## config.mk

```make
export PLATFORM = sky130hd
export DESIGN_NAME = alu_seq
export DESIGN_NICKNAME = d
export VERILOG_FILES = /design/src/rtl/alu_pkg.sv /design/src/rtl/alu_mul_iter.sv /design/src/rtl/alu_seq.sv
export SDC_FILE = /design/constraint.sdc
export NUM_CORES = 1
export LEC_CHECK = 0
export CAP_MARGIN = 20
export CORE_MARGIN = 5
export CORE_UTILIZATION = 30
export CTS_BUF_LIST = sky130_fd_sc_hd__clkbuf_2 sky130_fd_sc_hd__clkbuf_4 sky130_fd_sc_hd__clkbuf_8
export DETAILED_ROUTE_END_ITERATION = 6
export PLACE_DENSITY = 0.48
export REMOVE_ABC_BUFFERS = 1
export SETUP_SLACK_MARGIN = 0.02
export SYNTH_ARGS = -nofsm -noshare
export SYNTH_HDL_FRONTEND = slang
export SYNTH_SLANG_ARGS = --single-unit
```

## constraint.sdc

```tcl
create_clock -name clk -period 4.6 [get_ports clk]
set_clock_uncertainty 0.1 [all_clocks]
set_input_delay 0.92 -clock clk [delete_from_list [all_inputs] [get_ports clk]]
set_output_delay 0.92 -clock clk [all_outputs]
set_load 0.1 [all_outputs]
```

## src/rtl/alu_pkg.sv

```systemverilog
// Shared opcode and FSM state definitions for the sequential ALU.
package alu_pkg;

  typedef enum logic [3:0] {
    ADD  = 4'h0, ADDC = 4'h1, SUB = 4'h2, SUBC = 4'h3,
    CMP  = 4'h4, AND  = 4'h5, OR  = 4'h6, EXOR = 4'h7,
    TEST = 4'h8, LSL  = 4'h9, LSR = 4'hA, ROL  = 4'hB,
    ROR  = 4'hC, ASR  = 4'hD, MOV = 4'hE, MUL  = 4'hF
  } alu_op_t;

  // State literals are prefixed so they do not collide with the MUL opcode.
  typedef enum logic [1:0] {
    ST_IDLE = 2'd0,
    ST_MUL  = 2'd1,
    ST_DONE = 2'd2
  } state_t;

  function automatic logic op_writes_result(input alu_op_t op);
    return (op != CMP) && (op != TEST);
  endfunction

endpackage

```

## src/rtl/alu_mul_iter.sv

```systemverilog
// Iterative unsigned shift-add multiplier, one partial product per step.
module alu_mul_iter import alu_pkg::*; #(
  parameter int WIDTH = 8
) (
  input  logic               clk,
  input  logic               rst_n,
  input  logic               load,
  input  logic               step,
  input  logic               abort,
  input  logic [WIDTH-1:0]   a,
  input  logic [WIDTH-1:0]   b,
  output logic               busy,
  output logic               last,
  output logic [2*WIDTH-1:0] prod_nxt
);

  localparam int CW = $clog2(WIDTH + 1);
  localparam logic [CW-1:0] LAST_CNT = CW'(WIDTH - 1);

  logic [2*WIDTH-1:0] prod_r;
  logic [WIDTH-1:0]   mcand_r;
  logic [CW-1:0]      cnt_r;
  logic               busy_r;
  logic [WIDTH-1:0]   addend_s;
  logic [WIDTH:0]     acc_s;

  // Upper half accumulates the multiplicand when the multiplier LSB is set, then shifts right.
  assign addend_s = prod_r[0] ? mcand_r : {WIDTH{1'b0}};
  assign acc_s    = {1'b0, prod_r[2*WIDTH-1:WIDTH]} + {1'b0, addend_s};
  assign prod_nxt = {acc_s, prod_r[WIDTH-1:1]};
  assign busy     = busy_r;
  assign last     = busy_r && (cnt_r == LAST_CNT);

  // Product, multiplicand and iteration counter.
  always_ff @(posedge clk or negedge rst_n) begin
    if (!rst_n) begin
      prod_r  <= '0;
      mcand_r <= '0;
      cnt_r   <= '0;
      busy_r  <= 1'b0;
    end else if (load) begin
      prod_r  <= {{WIDTH{1'b0}}, b};
      mcand_r <= a;
      cnt_r   <= '0;
      busy_r  <= 1'b1;
    end else if (abort) begin
      busy_r  <= 1'b0;
    end else if (step && busy_r) begin
      prod_r  <= prod_nxt;
      cnt_r   <= cnt_r + CW'(1);
      busy_r  <= !last;
    end
  end

endmodule

```

## src/rtl/alu_seq.sv

```systemverilog
// Registered ALU with start/ready/done handshake, C/Z flag register and iterative MUL.
module alu_seq import alu_pkg::*; #(
  parameter int WIDTH = 8
) (
  input  logic             clk,
  input  logic             rst_n,
  input  logic             start,
  input  logic [3:0]       sel,
  input  logic [WIDTH-1:0] a,
  input  logic [WIDTH-1:0] b,
  input  logic             flush,
  input  logic             flg_ld,
  input  logic             c_in,
  input  logic             z_in,
  output logic             ready,
  output logic             done,
  output logic [WIDTH-1:0] result,
  output logic [WIDTH-1:0] result_hi,
  output logic             wr_en,
  output logic             c,
  output logic             z
);

  state_t             state_r, state_nxt_s;
  alu_op_t            op_s;
  logic               ready_r, done_r, wr_en_r, c_r, z_r;
  logic [WIDTH-1:0]   result_r, result_hi_r, res_s;
  logic               accept_s, cin_s, cout_s, flg_upd_s;
  logic               fin_alu_s, fin_mul_s, mul_load_s, mul_step_s;
  logic               mul_busy_s, mul_last_s;
  logic [WIDTH:0]     sum_s, diff_s;
  logic [2*WIDTH-1:0] prod_nxt_s;

  assign op_s     = alu_op_t'(sel);
  assign accept_s = start && ready_r && !flg_ld && (state_r == ST_IDLE);
  assign cin_s    = ((op_s == ADDC) || (op_s == SUBC)) ? c_r : 1'b0;
  assign sum_s    = {1'b0, a} + {1'b0, b} + {{WIDTH{1'b0}}, cin_s};
  assign diff_s   = {1'b0, a} - {1'b0, b} - {{WIDTH{1'b0}}, cin_s};

  assign fin_alu_s  = accept_s && (op_s != MUL);
  assign mul_load_s = accept_s && (op_s == MUL);
  assign mul_step_s = (state_r == ST_MUL) && !flush;
  assign fin_mul_s  = mul_step_s && mul_last_s;

  // Single-cycle operation decode; flg_upd_s=0 leaves the flag register alone.
  always_comb begin
    res_s     = '0;
    cout_s    = c_r;
    flg_upd_s = 1'b1;
    case (op_s)
      ADD, ADDC:       begin res_s = sum_s[WIDTH-1:0];  cout_s = sum_s[WIDTH];  end
      SUB, SUBC, CMP:  begin res_s = diff_s[WIDTH-1:0]; cout_s = diff_s[WIDTH]; end
      AND, TEST:       begin res_s = a & b; cout_s = 1'b0; end
      OR:              begin res_s = a | b; cout_s = 1'b0; end
      EXOR:            begin res_s = a ^ b; cout_s = 1'b0; end
      LSL:             begin res_s = {a[WIDTH-2:0], c_r};      cout_s = a[WIDTH-1]; end
      LSR:             begin res_s = {c_r, a[WIDTH-1:1]};      cout_s = a[0]; end
      ROL:             begin res_s = {a[WIDTH-2:0], a[WIDTH-1]}; cout_s = a[WIDTH-1]; end
      ROR:             begin res_s = {a[0], a[WIDTH-1:1]};     cout_s = a[0]; end
      ASR:             begin res_s = {a[WIDTH-1], a[WIDTH-1:1]}; cout_s = a[0]; end
      MOV:             begin res_s = b; flg_upd_s = 1'b0; end
      default:         begin res_s = '0; flg_upd_s = 1'b0; end
    endcase
  end

  // Next-state logic; flush returns to IDLE from any busy state.
  always_comb begin
    state_nxt_s = state_r;
    case (state_r)
      ST_IDLE: begin
        if (accept_s) state_nxt_s = (op_s == MUL) ? ST_MUL : ST_DONE;
        else          state_nxt_s = ST_IDLE;
      end
      ST_MUL: begin
        if (flush)           state_nxt_s = ST_IDLE;
        else if (mul_last_s) state_nxt_s = ST_DONE;
        else                 state_nxt_s = ST_MUL;
      end
      ST_DONE: state_nxt_s = ST_IDLE;
      default: state_nxt_s = ST_IDLE;
    endcase
  end

  alu_mul_iter #(.WIDTH(WIDTH)) u_mul (
    .clk      (clk),
    .rst_n    (rst_n),
    .load     (mul_load_s),
    .step     (mul_step_s),
    .abort    (flush),
    .a        (a),
    .b        (b),
    .busy     (mul_busy_s),
    .last     (mul_last_s),
    .prod_nxt (prod_nxt_s)
  );

  // State, handshake, result and flag registers.
  always_ff @(posedge clk or negedge rst_n) begin
    if (!rst_n) begin
      state_r     <= ST_IDLE;
      ready_r     <= 1'b1;
      done_r      <= 1'b0;
      wr_en_r     <= 1'b0;
      result_r    <= '0;
      result_hi_r <= '0;
      c_r         <= 1'b0;
      z_r         <= 1'b0;
    end else begin
      state_r <= state_nxt_s;
      ready_r <= (state_nxt_s == ST_IDLE);
      done_r  <= fin_alu_s || fin_mul_s;
      if (fin_alu_s) begin
        result_r    <= res_s;
        result_hi_r <= '0;
        wr_en_r     <= op_writes_result(op_s);
      end else if (fin_mul_s) begin
        result_r    <= prod_nxt_s[WIDTH-1:0];
        result_hi_r <= prod_nxt_s[2*WIDTH-1:WIDTH];
        wr_en_r     <= 1'b1;
      end else begin
        wr_en_r     <= 1'b0;
      end
      // An explicit flag load outranks any completing op on the same edge.
      if (flg_ld) begin
        c_r <= c_in;
        z_r <= z_in;
      end else if (fin_alu_s && flg_upd_s) begin
        c_r <= cout_s;
        z_r <= (res_s == '0);
      end else if (fin_mul_s) begin
        c_r <= |prod_nxt_s[2*WIDTH-1:WIDTH];
        z_r <= (prod_nxt_s == '0);
      end
    end
  end

  assign ready     = ready_r;
  assign done      = done_r;
  assign wr_en     = wr_en_r;
  assign result    = result_r;
  assign result_hi = result_hi_r;
  assign c         = c_r;
  assign z         = z_r;

endmodule

```

# Word level (Yosys, flattened, before mapping)

Cells that the tools add are included.

Flip-flop bits (word level): 52
Bits of input ports: 27
Output and inout bits: 21
Word-level logic and storage cells: 109

$add $sub $neg: 6
Equality and inequality tests: 22
Multiplexer cells: 31
Bitwise logic cells: 3
Reduce and logical (&&, ||, !) cells: 35

Operators by type and width:

| operator                                                               | count |
|---|---|
| 8-bit one-hot mux with 11 select lines                                 | 1 |
| 16-bit 2-to-1 mux                                                      | 3 |
| 8-bit 2-to-1 mux                                                       | 5 |
| 4-bit equality test (second input constant)                            | 8 |
| 4-bit by 3-bit equality test with 1-bit output (second input constant) | 5 |
| 8-bit by 8-bit adder with 9-bit output                                 | 2 |
| 16-bit zero test                                                       | 1 |
| 14-bit OR reduction                                                    | 1 |
| 1-bit 2-to-1 mux                                                       | 13 |
| 4-bit 2-to-1 mux                                                       | 3 |
| 1-bit logical AND                                                      | 11 |
| 9-bit by 1-bit adder with 9-bit output                                 | 1 |
| 8-bit by 8-bit subtractor with 9-bit output                            | 1 |
| 9-bit by 1-bit subtractor with 9-bit output                            | 1 |
| 8-bit AND                                                              | 1 |
| 4-bit by 2-bit equality test with 1-bit output (second input constant) | 2 |
| 8-bit zero test                                                        | 1 |
| 2-bit 2-to-1 mux                                                       | 4 |
| 4-bit != test (second input constant)                                  | 2 |
| 8-bit OR                                                               | 1 |
| 8-bit OR reduction                                                     | 1 |
| 8-bit bitwise XOR                                                      | 1 |
| 7-bit by 5-bit != test with 1-bit output (second input constant)       | 1 |
| 3-bit nonzero test                                                     | 2 |
| 16 further kinds                                                       | 25 |

# Depth between registers and ports, before layout

Gate-level depths: netlist (run 1).

Depth after elaboration: 8
Depth in mapped cells: 15
Depth with buffers taken out: 13

# Modules after synthesis

Synthesis (run 1) repeated with hierarchy kept, for this count alone.

Cell total of the unflattened synthesis: 535
Area, all modules: 4470.5 µm²

By module, submodules not included:

| module       | times used | cells an instance | area an instance (µm²) |
|---|---|---|---|
| alu_seq      | 1          | 363               | 2747.6 |
| alu_mul_iter | 1          | 172               | 1722.9 |

# Least setup slack after synthesis (run 1)

No wires, ideal clock.

Path type: input-to-reg
From: in sel[2]
To: reg z_r, in the netlist z
Arrival: 4.143 ns
Setup slack: 0.281 ns
Cell stages on the path: 12
Path buffers: 3
Path through: buf_4 -> clkbuf_1 -> buf_2 -> or3_1 -> inv_1 -> fa_1 -> ha_1 -> xor2_1 -> a221o_1 -> or4_1 -> or4_1 -> o21ai_1

Longest elaborated chain between the ends: 8
Elaborated cells between the ends (all ways): 32
Classes of those cells: add/sub: 2; eq/ne: 15; mux: 5; reduce/logical: 10

RTL lines:

| item                                                                                                                    | line                         | source |
|---|---|---|
| start: declaration                                                                                                      | alu_seq.sv:8                 | `input logic [3:0] sel,` |
| 4-bit by 1-bit equality test with 1-bit output / 4-bit by 2-bit equality test with 1-bit output (equally long branches) | alu_seq.sv:36, alu_seq.sv:50 |  |
| 1-bit logical OR                                                                                                        | alu_seq.sv:36                | `assign cin_s = ((op_s == ADDC) \|\| (op_s == SUBC)) ? c_r : 1'b0;` |
| 1-bit 2-to-1 mux                                                                                                        | alu_seq.sv:36                |  |
| 9-bit by 1-bit subtractor with 9-bit output / 9-bit by 1-bit adder with 9-bit output (equally long branches)            | alu_seq.sv:38, alu_seq.sv:37 |  |
| 8-bit one-hot mux with 11 select lines                                                                                  | alu_seq.sv:50                | `case (op_s)` |
| 8-bit zero test                                                                                                         | alu_seq.sv:129               | `z_r <= (res_s == '0);` |
| 1-bit 2-to-1 mux                                                                                                        | alu_seq.sv:127               | `end else if (fin_alu_s && flg_upd_s) begin` |
| 1-bit 2-to-1 mux                                                                                                        | alu_seq.sv:124               | `if (flg_ld) begin` |
| end signal: assignment                                                                                                  | alu_seq.sv:126               | `z_r <= z_in;` |
| end signal: assignment                                                                                                  | alu_seq.sv:129               |  |
| end signal: assignment                                                                                                  | alu_seq.sv:132               | `z_r <= (prod_nxt_s == '0);` |
| end: declaration                                                                                                        | alu_seq.sv:26                | `logic ready_r, done_r, wr_en_r, c_r, z_r;` |

Several ways; a longest one is shown, not always the timed one.
A chain may end at the register's enable or synchronous reset.

# Final worst setup path (run 1)

From: in sel[0]
To: reg z_r, in the netlist z

Same word-level chain as after synthesis.

==> out/qor.csv, run 1 <==
metric,value,unit
place_hpwl,10600,um
hold_viol_final,0,
synth_seq_area_share,30.34,%
grt_pass1_vias,3866,
syn_inst,499,
required,4.76,ns
io_pins,48,
wl_per_cell,18.90,um
drtAntennaViolNets,0,
cts_tree,built,
drc,0,
ys_warn_count,0,
ys.flop_type,dfrtp_1,
grt_max_degree,35,
drive_gt1_share,9.910,%
grt_pass1_wl,22070,um
drt-initial-drc-count,352,
diodes,0,
antenna_found_initial,0,
wl,13890,um
overflow,0,
start_kind,input pin,
relSlewSlack,34.77,%
yosysUniqueCellTypes,67,
clk_pin_slew,0.11,ns
path_class,in2reg,
cellPowerDensity,275.6,mW/mm2
synth_edf_count,0,
layout_commonest_cell,nand2_1,
coreArea,0.01393,mm2
cts_setup_buffers,0,
max_cap_violations,0,
dieArea,0.01680,mm2
crit_path_max_fanout,3,
numCtsBuffers,5,
die_height,129.6,um
min_path_type,reg2reg,
synth_top_cells_by_area,"dfrtp_1 (30%), ha_1 (11%), nand2_1 (5.4%), o21ai_0 (3.4%), a22oi_1 (3.1%)",
tns,0,ns
start_util,30.81,%
h-tree-depth,2,
dpl_worst_slack,0.09851,ns
root_buffer,clkbuf_8,
reg2reg_slack,0.94,ns
num_vias,4037,
cts_resized,0,
stdcell_count,735,
die_w,129.6,um
area_growth,20.23,%
cts_sinks,52,
leakage,2.327,nW
fin_util,37.04,%
yosysTopAreaCell,dfrtp_1,
setup_viol,0,
syn-cell-area,0.004293,mm2
finalWeightedCongestion,0.9695,
cts_buffer_depth,2,
rows,43,
syn_area_per_cell,8.603,um2
async_flop_share,100.0,%
drt-vias-per-instance,5.493,
grtUsageTotal,16.75,%
period_needed,4.221,ns
hold_buffers,0,
fill_cells,1451,
final_cell_mix,"nand2_1 (62), dfrtp_1 (51), clkdlybuf4s50_1 (46), ha_1 (39), inv_1 (31)",
portBuffers,47,
layout_setup_ws,0.3793,ns
final_nets,625,
slew_violations,0,
ys_ff_latch,52,
synth_top_area_share,29.73,%
end_kind,flop,
first_pass_iters,5,
status,"finished, final reports clean",
dpl.cell_count,727,
fmax,236.9,MHz
worstPathArrival,4.39,ns
fin_crit_sh,91.75,%
tightestPinTransition,0.9754,ns
rsz0062_at_grt,no,
insertion_delay,0.33,ns
ir_drop,0.2192,mV
logic make-up (layout without fill, tap and decap cells):
group                      after synthesis  in the layout  share of synthesized area, %
muxes                                   14             14                         3.527
AOI/OAI and AO/OA                      138            138                         22.47
xor gates and xnor gates                17             17                         3.468
adders and majority gates               44             44                         13.70
DFF                                     52             52                         30.34
and+or+nand+nor                        179            179                         21.22
buffers and inverters                   55            111                         5.275
registers in the layout, indices dropped and copies added, names as in the netlist, 2 cells and up:
register and flops:
u_mul.cnt_r 4, result 8, state_r 2, u_mul.prod_r 16
u_mul.mcand_r 8, result_hi 8
cell type report:
class,instances,area [um2],area share [%]
tap,180,225.2,4.364
multi-input combinational,392,2769,53.65
inverter,31,116.4,2.255
clock buffer,5,68.82,1.333
clock inverter,3,26.28,0.5091
timing repair buffer,72,653.1,12.65
sequential,52,1303,25.24
worst max-delay path, cell delays in order:
cell             delay (ns)
clkdlybuf4s50_1        0.48
nand2_1                0.06
or3_1                  0.37
fa_1                   0.44
fa_1                   0.43
o21a_1                 0.21
or3_1                  0.32
a311oi_1               0.28
and4_1                 0.26
nand3_1                0.07
or4_1                  0.42
o21ai_1                0.12
report_power, final:
part	switching, mW	total (mW)	leakage, nW	internal [mW]
clock network	0.179	0.290	0.0487	0.112
registers	0.0393	0.545	0.693	0.505
logic	0.385	0.587	1.59	0.202
path summary, 6_finish.rpt:
kind	from	endpoint	cells after the start
setup / recovery	sel[0]	z$_DFFE_PN0P_	12
hold / removal	u_mul.mcand_r[7]$_DFFE_PN0P_	u_mul.mcand_r[7]$_DFFE_PN0P_	1
setup reg to reg	c$_DFFE_PN0P_	z$_DFFE_PN0P_	11
hold reg to reg	u_mul.mcand_r[7]$_DFFE_PN0P_	u_mul.mcand_r[7]$_DFFE_PN0P_	1
max in group asynchronous	rst_n	ready$_DFF_PN1_	2
min in group asynchronous	rst_n	z$_DFFE_PN0P_	1
per-stage QoR:
stage                     hold slack (ns)  instance area, um2  total power [mW]
after global placement             0.3696                5066             1.140
final                              0.4047                5161             1.422
after floorplan                    0.3721                4183            0.9282
after global routing               0.4397                5161             1.499
after detailed placement           0.3783                5066             1.138
after CTS                          0.4032                5161             1.435
routing by layer:
layer  track usage [%]  vias to the layer above  wire [um]  share of wire (%)
met3             2.061                       24        554                4.0
met5                 0                        -          0                  0
met2             27.05                      115       6474                 47
met1             23.41                     1964       6518                 47
li1                  -                     1934          -                  -
met4             5.134                        0        346                2.5
synth_stat cells (all sizes together), types with 8 or more instances:
| cell type | instances |
|---|---|
| nand2 | 62 |
| dfrtp | 51 |
| ha | 39 |
| o21ai | 32 |
| inv | 31 |
| nor2 | 24 |
| a22oi | 18 |
| nand3 | 16 |
| clkbuf | 14 |
| nor3 | 14 |
| a21oi | 13 |
| and2 | 11 |
| buf | 10 |
| o22ai | 10 |
| xnor2 | 10 |
| mux2 | 9 |
| nand2b | 9 |
| a21o | 8 |
Power figures use the tool's default switching activity.
==> inputs of run 2 (changes only) <==
- RECOVER_POWER: default -> 25
==> run 2 against run 1 <==
The run now ends with capacitance limit, slew limit left. Count of clock-buffer cells in the layout is the same. Power is essentially flat. Critical path type unchanged. Routed wire length about the same.
==> out/qor.csv, run 2 (synthesis results as in run 1) <==
metric,value,unit
totalPowerFinal,1.422,mW
numCtsBuffers,5,
wl_per_cell,18.89,um
rsz0062_at_grt,no,
dieArea,0.01680,mm2
slowest_stage,clkdlybuf4s50_1,
final_cell_mix,"nand2_1 (62), dfrtp_1 (51), clkdlybuf4s50_1 (46), ha_1 (39), inv_1 (31)",
final_nets,625,
cts_tree,built,
fin_util,37.03,%
antenna_found_initial,0,
r2r_start,c$_DFFE_PN0P_,
start_kind,input pin,
h-tree-depth,2,
drc,0,
worstPathArrival,4.39,ns
first_pass_iters,5,
largest_register_ffs,16,
slowest_delay,0.48,ns
drt-vias-per-instance,5.503,
grt_pass1_wl,22070,um
cp_top_family,simple AND/OR/NAND/NOR gates,
tightestPinTransition,2.006,ns
min_path_type,reg2reg,
place_hpwl,10600,um
rows,43,
finalWeightedCongestion,0.9695,
cts_resized,0,
end_kind,flop,
ir_drop,0.2192,mV
leakage,2.324,nW
relSlewSlack,-33.74,%
setup_viol,0,
hold_buffers,0,
cts_buffer_depth,2,
area_growth,20.20,%
grtUsageTotal,16.75,%
max_cap_violations,1,
min-delay-start,u_mul.mcand_r[7]$_DFFE_PN0P_,
cp-startpoint,sel[0],
diodes,0,
grt_pass1_vias,3866,
clk_pin_slew,0.11,ns
slew_violations,35,
root_buffer,clkbuf_8,
path_class,in2reg,
crit_path_max_fanout,3,
fin_crit_sh,91.75,%
cts_setup_buffers,0,
start_util,30.81,%
overflow,0,
regMostFlops,u_mul.prod_r,
drtAntennaViolNets,0,
crit_buf_inv,1,
die_w,129.6,um
hold_viol_final,0,
wl,13890,um
insertion_delay,0.33,ns
tns,0,ns
grt_max_degree,35,
violations,"capacitance limit, slew limit",
io_pins,48,
drive_gt1_share,9.730,%
cts_sinks,52,
die_height,129.6,um
coreArea,0.01393,mm2
layout_commonest_cell,nand2_1,
period_needed,4.221,ns
drt-initial-drc-count,352,
required,4.76,ns
status,"complete, but fails checks",
fmax,236.9,MHz
path_cells,"clkdlybuf4s50_1, nand2_1, or3_1, fa_1, fa_1, o21a_1, or3_1, a311oi_1, and4_1, nand3_1, or4_1, o21ai_1",
num_vias,4045,
cellPowerDensity,275.7,mW/mm2
portBuffers,47,
## run 2: changes by cell type in the layout (fill, tap and decap cells not counted), sizes merged
| cell | previous run | this run |
|---|---|---|
| buf | 26 | 25 |
| clkbuf | 5 | 6 |
## run 2: final cells by class
cell class                 instances  area (um2)
fill                            1452        8775
multi-input combinational        392        2769
sequential                        52        1303
timing repair buffer              72       651.9
tap                              180       225.2
inverter                          31       116.4
clock buffer                       5       68.82
clock inverter                     3       26.28
## run 2: path summary, 6_finish.rpt
kind	to	slack [ns]	cells past startpoint
hold reg to reg	u_mul.mcand_r[7]$_DFFE_PN0P_	0.40	1
setup / recovery	z$_DFFE_PN0P_	0.38	12
setup reg to reg	z$_DFFE_PN0P_	0.94	11
min in group asynchronous	z$_DFFE_PN0P_	1.05	1
hold / removal	u_mul.mcand_r[7]$_DFFE_PN0P_	0.40	1
max in group asynchronous	ready$_DFF_PN1_	2.11	2
## run 2: power breakdown
group	internal [mW]	total, mW	switching (mW)
sequential	0.505	0.545	0.0393
combinational	0.202	0.587	0.385
clock	0.112	0.290	0.179
## run 2: stage by stage
step / worst slack, ns / cells / hold WS [ns] / instance area, um2
floorplan: 0.5989 / 475 / 0.3721 / 4183
global placement: 0.1219 / 727 / 0.3696 / 5066
detailed placement: 0.09851 / 727 / 0.3783 / 5066
CTS: 0.4248 / 735 / 0.4032 / 5161
global route: 0.2063 / 735 / 0.4397 / 5160
finish: 0.3795 / 735 / 0.4047 / 5160
## run 2: metal layers
metal  up-vias  wire [um]  global-route usage (%)
met5         -          0                       0
met1      1971       6505                   23.41
met2       117       6476                   27.05
li1       1933          -                       -
met3        24        558                   2.061
met4         0        346                   5.134
